<file path="src/rtl/pc_exc_pkg.sv">
// Shared types and constants for the PC / exception stage.
package pc_exc_pkg;

  typedef enum logic [1:0] {
    StIdle = 2'b00,
    StRead = 2'b01,
    StLoad = 2'b10
  } exc_state_e;

  typedef enum logic [1:0] {
    CauseOpcode = 2'b00,
    CauseOvf    = 2'b01,
    CauseDiv0   = 2'b10,
    CauseRsvd   = 2'b11
  } exc_cause_e;

  typedef enum logic [1:0] {
    PcSrcAluResult = 2'b00,
    PcSrcAluOut    = 2'b01,
    PcSrcJump      = 2'b10,
    PcSrcEpc       = 2'b11
  } pc_src_e;

  localparam logic [31:0] DefVecOpcode = 32'd255;
  localparam logic [31:0] DefVecOvf    = 32'd254;
  localparam logic [31:0] DefVecDiv0   = 32'd253;

  // The reserved cause code is handled as an invalid opcode.
  function automatic exc_cause_e norm_cause(input logic [1:0] cause);
    return (cause == 2'b11) ? CauseOpcode : exc_cause_e'(cause);
  endfunction

endpackage

</file>
<file path="src/rtl/pc_exc_fsm.sv">
// Exception-entry sequencer: latches the cause, reads the vector byte, then requests the PC load.
module pc_exc_fsm
  import pc_exc_pkg::*;
#(
  parameter int unsigned MEM_LAT    = 1,
  parameter logic [31:0] VEC_OPCODE = DefVecOpcode,
  parameter logic [31:0] VEC_OVF    = DefVecOvf,
  parameter logic [31:0] VEC_DIV0   = DefVecDiv0
) (
  input  logic        clk,
  input  logic        rst_n,
  input  logic        i_exc_req,
  input  logic [1:0]  i_exc_cause,
  output logic [31:0] o_exc_mem_addr,
  output logic        o_exc_mem_rd,
  output logic        o_exc_busy,
  output logic        o_exc_done,
  output logic        o_enter,
  output logic        o_load
);

  exc_state_e r_state, w_state_nxt;
  exc_cause_e r_cause, w_cause_nxt;
  logic [2:0] r_cnt, w_cnt_nxt;
  logic [31:0] w_vec;

  always_ff @(posedge clk or negedge rst_n) begin
    if (!rst_n) begin
      r_state <= StIdle;
      r_cause <= CauseOpcode;
      r_cnt   <= 3'd0;
    end else begin
      r_state <= w_state_nxt;
      r_cause <= w_cause_nxt;
      r_cnt   <= w_cnt_nxt;
    end
  end

  always_comb begin
    w_state_nxt = r_state;
    w_cause_nxt = r_cause;
    w_cnt_nxt   = r_cnt;
    unique case (r_state)
      StIdle: begin
        if (i_exc_req) begin
          w_state_nxt = StRead;
          w_cause_nxt = norm_cause(i_exc_cause);
          w_cnt_nxt   = 3'(MEM_LAT);
        end
      end
      StRead: begin
        if (r_cnt <= 3'd1) begin
          w_state_nxt = StLoad;
        end else begin
          w_cnt_nxt = r_cnt - 3'd1;
        end
      end
      StLoad:  w_state_nxt = StIdle;
      default: w_state_nxt = StIdle;
    endcase
  end

  always_comb begin
    w_vec = VEC_OPCODE;
    unique case (r_cause)
      CauseOvf:  w_vec = VEC_OVF;
      CauseDiv0: w_vec = VEC_DIV0;
      default:   w_vec = VEC_OPCODE;
    endcase
  end

  assign o_exc_mem_addr = (r_state == StIdle) ? 32'd0 : w_vec;
  assign o_exc_mem_rd   = (r_state == StRead);
  assign o_exc_done     = (r_state == StLoad);
  assign o_exc_busy     = (r_state != StIdle);
  assign o_enter        = (r_state == StIdle) && i_exc_req;
  assign o_load         = (r_state == StLoad);

endmodule

</file>
<file path="src/rtl/pc_exception_unit.sv">
// Architectural PC/EPC registers with next-PC selection and exception entry.
module pc_exception_unit
  import pc_exc_pkg::*;
#(
  parameter logic [31:0] RESET_PC   = 32'd0,
  parameter int unsigned MEM_LAT    = 1,
  parameter logic [31:0] VEC_OPCODE = DefVecOpcode,
  parameter logic [31:0] VEC_OVF    = DefVecOvf,
  parameter logic [31:0] VEC_DIV0   = DefVecDiv0
) (
  input  logic        clk,
  input  logic        rst_n,
  input  logic        pc_write,
  input  logic        pc_write_cond,
  input  logic        branch_ne,
  input  logic        alu_zero,
  input  logic [1:0]  pc_src,
  input  logic [31:0] alu_result,
  input  logic [31:0] alu_out,
  input  logic [25:0] jump_index,
  input  logic        exc_req,
  input  logic [1:0]  exc_cause,
  input  logic [7:0]  mem_rdata,
  output logic [31:0] pc,
  output logic [31:0] epc,
  output logic [31:0] exc_mem_addr,
  output logic        exc_mem_rd,
  output logic        exc_busy,
  output logic        exc_done
);

  logic [31:0] r_pc, r_epc;
  logic [31:0] w_pc_sel;
  logic        w_taken, w_enter, w_load;

  pc_exc_fsm #(
    .MEM_LAT   (MEM_LAT),
    .VEC_OPCODE(VEC_OPCODE),
    .VEC_OVF   (VEC_OVF),
    .VEC_DIV0  (VEC_DIV0)
  ) u_fsm (
    .clk           (clk),
    .rst_n         (rst_n),
    .i_exc_req     (exc_req),
    .i_exc_cause   (exc_cause),
    .o_exc_mem_addr(exc_mem_addr),
    .o_exc_mem_rd  (exc_mem_rd),
    .o_exc_busy    (exc_busy),
    .o_exc_done    (exc_done),
    .o_enter       (w_enter),
    .o_load        (w_load)
  );

  assign w_taken = pc_write_cond && (alu_zero ^ branch_ne);

  always_comb begin
    w_pc_sel = alu_result;
    unique case (pc_src_e'(pc_src))
      PcSrcAluResult: w_pc_sel = alu_result;
      PcSrcAluOut:    w_pc_sel = alu_out;
      PcSrcJump:      w_pc_sel = {r_pc[31:28], jump_index, 2'b00};
      PcSrcEpc:       w_pc_sel = r_epc;
    endcase
  end

  // Exception entry outranks normal writes; busy cycles only allow the vector load.
  always_ff @(posedge clk or negedge rst_n) begin
    if (!rst_n) begin
      r_pc  <= RESET_PC;
      r_epc <= 32'd0;
    end else if (w_load) begin
      r_pc <= {24'b0, mem_rdata};
    end else if (w_enter) begin
      r_epc <= r_pc - 32'd4;
    end else if (!exc_busy && (pc_write || w_taken)) begin
      r_pc <= w_pc_sel;
    end
  end

  assign pc  = r_pc;
  assign epc = r_epc;

endmodule

</file>
<file path="config.mk">
export PLATFORM = sky130hd
export DESIGN_NAME = pc_exception_unit
export DESIGN_NICKNAME = d
export VERILOG_FILES = /design/src/rtl/pc_exc_pkg.sv /design/src/rtl/pc_exc_fsm.sv /design/src/rtl/pc_exception_unit.sv
export SDC_FILE = /design/constraint.sdc
export NUM_CORES = 1
export LEC_CHECK = 0
export CAP_MARGIN = 20
export CORE_MARGIN = 2
export CORE_UTILIZATION = 35
export DETAILED_ROUTE_END_ITERATION = 8
export PLACE_DENSITY = 0.78
export SYNTH_ARGS = -nofsm -noshare
export SYNTH_HDL_FRONTEND = slang
export SYNTH_SLANG_ARGS = --single-unit
</file>
<file path="constraint.sdc">
create_clock -name clk -period 3.57 [get_ports clk]
set_input_delay 0.5355 -clock clk [delete_from_list [all_inputs] [get_ports clk]]
set_output_delay 0.5355 -clock clk [all_outputs]
set_load 0.01 [all_outputs]
</file>
### Yosys cells after proc, flatten, opt, wreduce, memory -nomap -nowiden

Cells that the tools add are included.

| storage, ports and cells | value |
|---|---|
| bits of input ports | 109 |
| output and inout bits | 99 |
| word-level logic and storage cells | 53 |
| bits in registers | 71 |

| cells by class | value |
|---|---|
| equal/unequal tests | 13 |
| bitwise operators | 2 |
| reductions and logical operators | 16 |
| mux-type cells | 13 |
| $add $sub $neg | 2 |
| magnitude comparators | 1 |

Operators by type and width:

| kind | count |
|---|---|
| 32-bit case mux with 4 select lines | 1 |
| 32-bit two-way mux | 3 |
| 32-bit by 3-bit subtractor with 32-bit output (second input constant) | 1 |
| 2-bit == test (second input constant) | 5 |
| 8-bit two-way mux | 1 |
| 2-bit != test (second input constant) | 4 |
| 2-bit case mux with 2 select lines | 2 |
| 2-bit AND reduction | 4 |
| 2-bit by 1-bit == test with 1-bit output (second input constant) | 3 |
| 2-bit two-way mux | 3 |
| 3-bit two-way mux | 2 |
| 3-bit case mux with 2 select lines | 1 |
| 3-bit AND reduction | 2 |
| 2-bit nonzero test | 3 |
| 2-bit zero test | 2 |
| 3-bit by 1-bit <= comparator with 1-bit output (second input constant) | 1 |
| 1-bit logical AND | 3 |
| 3-bit by 1-bit subtractor with 3-bit output (second input constant) | 1 |
| 2-bit by 1-bit != test with 1-bit output (second input constant) | 1 |
| 1-bit zero test | 1 |
| 1-bit logical OR | 1 |
| 1-bit inverter | 1 |
| 1-bit XOR | 1 |

### Depth between registers and ports, before layout

| logic depth | value |
|---|---|
| depth in word-level cells | 7 |
| gate-level depth with buffers | 8 |
| mapped depth without buffers | 7 |

### Cells and area by module

From an unflattened synthesis, not the netlist that was laid out.

| second synthesis, totals | value |
|---|---|
| cell total of the unflattened synthesis | 480 |
| area total of the unflattened synthesis | 4,545.6 um2 |

Modules (own cells, without submodules):

| module | cells an instance | seq. area each (um2) | instances | area each (um2) |
|---|---|---|---|---|
| pc_exception_unit | 407 | 1,601.5 | 1 | 3,906.2 |
| pc_exc_fsm | 73 | 175.2 | 1 | 639.4 |

### Worst setup path after synthesis

OpenSTA, ideal clock, no wires.

| path | value |
|---|---|
| path type | in2reg |
| start | in pc_src[0] |
| end | reg r_pc[14] (netlist: pc[14]) |
| arrival | 1,670 ps |
| stages on the path | 5 |
| data required time | 3,437 ps |
| setup time | 133 ps |
| slack | 1,767 ps |
| buffers on the path | 2 |
| cells stage by stage | buf_2 -> buf_2 -> mux4_2 -> nand2_1 -> o21ai_0 |

| on the way | value |
|---|---|
| word-level cells in the longest chain between the ends | 5 |
| elaborated cells on any way between the ends | 8 |
| classes of those cells | eq/ne: 3; mux: 4; reduce/logical: 1 |

Ends and longest elaborated chain:

| what | RTL line | source |
|---|---|---|
| start, declared | pc_exception_unit.sv:17 | `input logic [1:0] pc_src,` |
| 2-bit == test (tied with other cells) | pc_exception_unit.sv:58 | `unique case (pc_src_e'(pc_src))` |
| 32-bit case mux with 4 select lines * | pc_exception_unit.sv:58 |  |
| 32-bit two-way mux * | pc_exception_unit.sv:75 | `end else if (!exc_busy && (pc_write \|\| w_taken)) begin` |
| 32-bit two-way mux * | pc_exception_unit.sv:73 | `end else if (w_enter) begin` |
| 32-bit two-way mux * | pc_exception_unit.sv:71 | `end else if (w_load) begin` |
| end signal, assigned | pc_exception_unit.sv:72 | `r_pc <= {24'b0, mem_rdata};` |
| end signal, assigned | pc_exception_unit.sv:76 | `r_pc <= w_pc_sel;` |
| end, declared | pc_exception_unit.sv:32 | `logic [31:0] r_pc, r_epc;` |

Every way passes the cells marked *; elsewhere a longest branch is shown, timed or not. The select of a mux whose other input is x is not followed.
A chain may end at the register's enable or synchronous reset.

### Final worst setup path

| path | value |
|---|---|
| start | reg u_fsm.r_state[1] |
| end | out exc_mem_addr[0] |

| on the way | value |
|---|---|
| word-level cells in the longest chain between the ends | 2 |

Ends and longest elaborated chain:

| what | RTL line | source |
|---|---|---|
| start, declared | pc_exc_fsm.sv:22 | `exc_state_e r_state, w_state_nxt;` |
| start signal, assigned | pc_exc_fsm.sv:29 | `r_state <= StIdle;` |
| start signal, assigned | pc_exc_fsm.sv:33 | `r_state <= w_state_nxt;` |
| 2-bit zero test | pc_exc_fsm.sv:72 | `assign o_exc_mem_addr = (r_state == StIdle) ? 32'd0 : w_vec;` |
| 8-bit two-way mux | pc_exc_fsm.sv:72 |  |
| end, declared | pc_exception_unit.sv:26 | `output logic [31:0] exc_mem_addr,` |

Every way passes these cells.

==> reports/qor.yml <==
status:
  status: "finished clean"
routing:
  num_vias: 3901
  wl_met1_um: 5360
  dr.pass1.iters: 4
  routed_wl_um: 12800
  via_per_inst: 4.99
  drcViolationCount: 0
  wl_met2_um: 6360
  ant_nets: 0
  routedWlPerCell_um: 16.3
  top_layer_used: "met4"
  wl_met3_um: 927
  drt_iter0_drc: 215
cts:
  cts_root_buffer: "clkbuf_16"
  clock_path_buffers: 2
  htreeDepth: 3
  clock-sinks: 71
  cts_buffers: 9
  cts.clk_slew.worst_paths_ns: 0.06
  cts_tree: "built"
  ctsHoldBuffers: 0
  cts_resized: 0
  insertion_delay_ns: 0.33
  post_cts_buffers: 0
min_path:
  hp-class: "primary input to async pin"
yosys:
  synth_top_flop_cell: "dfrtp_1"
  synth-seq-cells: 71
  yosys.area.top_type_share_pct: 41.1
  synth-edff-count: 0
  syn-cell-area_um2: 4330
  async_flop_share_pct: 100
  postSynthCellCount: 444
  synth_cell_types: 45
  yosysSeqAreaShare_pct: 41.1
  synth_top_area_cell: "dfrtp_1"
  syn_area_per_cell_um2: 9.74
  synth_warnings: 0
  synth_area_leaders: "dfrtp_1 41%, mux4_2 14%, nand2_1 8.4%, o21ai_0 6.7%, buf_4 5.4%"
critical_path:
  cp_cell_sequence: "nor2_1, inv_1, o21a_1, clkdlybuf4s50_1"
  cp_max_fo: 8
  cp_data_arrival_time_ns: 1.81
  crit_path_top_delay_cell: "clkdlybuf4s50_1"
  required_ns: 3.03
  endpoint_kind: "output pin"
  start_kind: "register"
  critPathKind: "register to output pin"
  slowest_delay_ns: 0.48
  r2r_start: "pc[2]"
  r2r_end: "epc[16]"
  r2r_cells: 7
  crit_start: "u_fsm.r_state[1]"
  rrSetupSlack_ns: 1.44
placed_design:
  gp_congestion: 0.805
  dpl.hpwl_um: 9500
  port_buffers: 183
  dpl_cell_area_um2: 6130
sta:
  period_needed_ns: 2.34
  finalMaxSlewViolations: 0
  fin_crit_sh_pct: 65.6
  tns_ns: 0
  grt_setup_unrepaired: "false"
  clock_skew_ns: 0.0104
  setup_viol: 0
  slew_headroom_pct: 31.5
  fmax_mhz: 427
  worst_pin_slew_ns: 1.02
  final_hold_viol_count: 0
  whs_ns: 0.325
floorplan:
  dieArea_um2: 13300
  dieHeight_um: 115
  io_pins: 208
  rows: 40
  dieWidth_um: 115
  initial_core_util_pct: 35.9
  core_area_um2: 12100
grt:
  grt_pass1_vias: 4064
  grt_usage_pct: 19.6
  grt_pass1_wl_um: 20500
  grt-ovfl-total: 0
  grt_max_degree: 72
  antenna_found_initial: 0
finish:
  area_delta_synth_final_pct: 48.4
  diodes: 0
  n_fill_cell: 1060
  drive_above_1_share_pct: 9.77
  mostFrequentLayoutCells: "180 x clkdlybuf4s50_1, 96 x nand2_1, 71 x dfrtp_1"
  fin_util_pct: 53.2
  postLayoutCellArea_um2: 6420
  finalNetCount: 720
  layout_commonest_cell: "clkdlybuf4s50_1"
pwr:
  p_leak_nw: 2.63
  ir_drop_v: 0.000246
  powerDensity_nw_per_um2: 624
job:
  cap_viol_max_count: 0
==> how the worst max path moves through the flow <==
| stage | to | slack, ns | cells after the start |
|---|---|---|---|
| CTS | exc_mem_addr[0] | 1.21 | 4 |
| global placement | pc[31] | 1.15 | 6 |
| detailed placement | pc[25] | 1.08 | 6 |
| finish | exc_mem_addr[0] | 1.23 | 4 |
| global route | exc_mem_addr[0] | 1.09 | 4 |
| floorplan | pc[14] | 1.77 | 5 |
==> where the power goes <==
| group | leakage (nW) | switching (mW) | internal (mW) | total (mW) |
|---|---|---|---|---|
| logic | 1.58 | 0.732 | 0.939 | 1.67 |
| registers | 0.900 | 0.367 | 1.09 | 1.45 |
| clock network | 0.146 | 0.323 | 0.557 | 0.880 |
| total | 2.63 | 1.42 | 2.58 | 4.01 |
==> logic make-up after synthesis <==
family | synth area share (%)
buffers and inverters | 8.85
XOR/XNOR | 5.26
AND/OR/NAND/NOR | 17.0
AO/OA/AOI/OAI | 10.8
flip-flops | 41.1
adder cells (fa/ha/maj) | 0.578
multiplexers | 16.3
other | 0.0867
==> state kept, by name, summed over array words and instances, names as in the netlist <==
name           count
epc               32
pc                32
u_fsm.r_cnt        3
u_fsm.r_cause      2
u_fsm.r_state      2
==> worst max-delay path, delay by kind of cell, from the launching register on <==
family,cells,cell delay (ns)
AO/OA/AOI/OAI,1,0.14
AND/OR/NAND/NOR,1,0.25
flip-flops,1,0.43
buffers and inverters,2,0.66
==> layer usage <==
layer / track usage, % / vias to the layer above
li1: - / 1828
met1: 24.9 / 1910
met2: 33.9 / 153
met3: 4.22 / 10
met4: 5.22 / 0
met5: 0 / -
==> Yosys cell counts (all sizes together), types with 2 or more instances <==
master	count
inv	9
ha	2
mux4	26
mux2i	12
nor2	20
nor4	9
a31oi	3
a21oi	3
nand2b	4
or3	5
xnor2	22
o211ai	2
dfrtp	71
nand4	3
buf	36
and2	2
nand2	97
o21ai	64
xor2	4
a22o	4
nor3	11
clkbuf	19
nor2b	2
nand3	3
==> layout make-up <==
type,count,area (um^2),share of cell area [%]
Clock buffer,12,246,3.84
Inverter,9,33.8,0.526
Timing Repair Buffer,187,1850,28.8
Sequential cell,71,1780,27.7
Clock inverter,4,45.0,0.701
Multi-Input combinational cell,331,2260,35.2
Tap cell,168,210,3.27
==> per-stage QoR <==
step | worst slack [ns] | total power [mW] | instances
detailed placement | 1.08 | 3.15 | 766
floorplan | 1.77 | 2.20 | 467
global route | 1.09 | 4.26 | 782
global placement | 1.15 | 3.09 | 766
finish | 1.23 | 4.01 | 782
CTS | 1.21 | 4.05 | 782
Note: power is estimated with default switching activity, not from simulation.
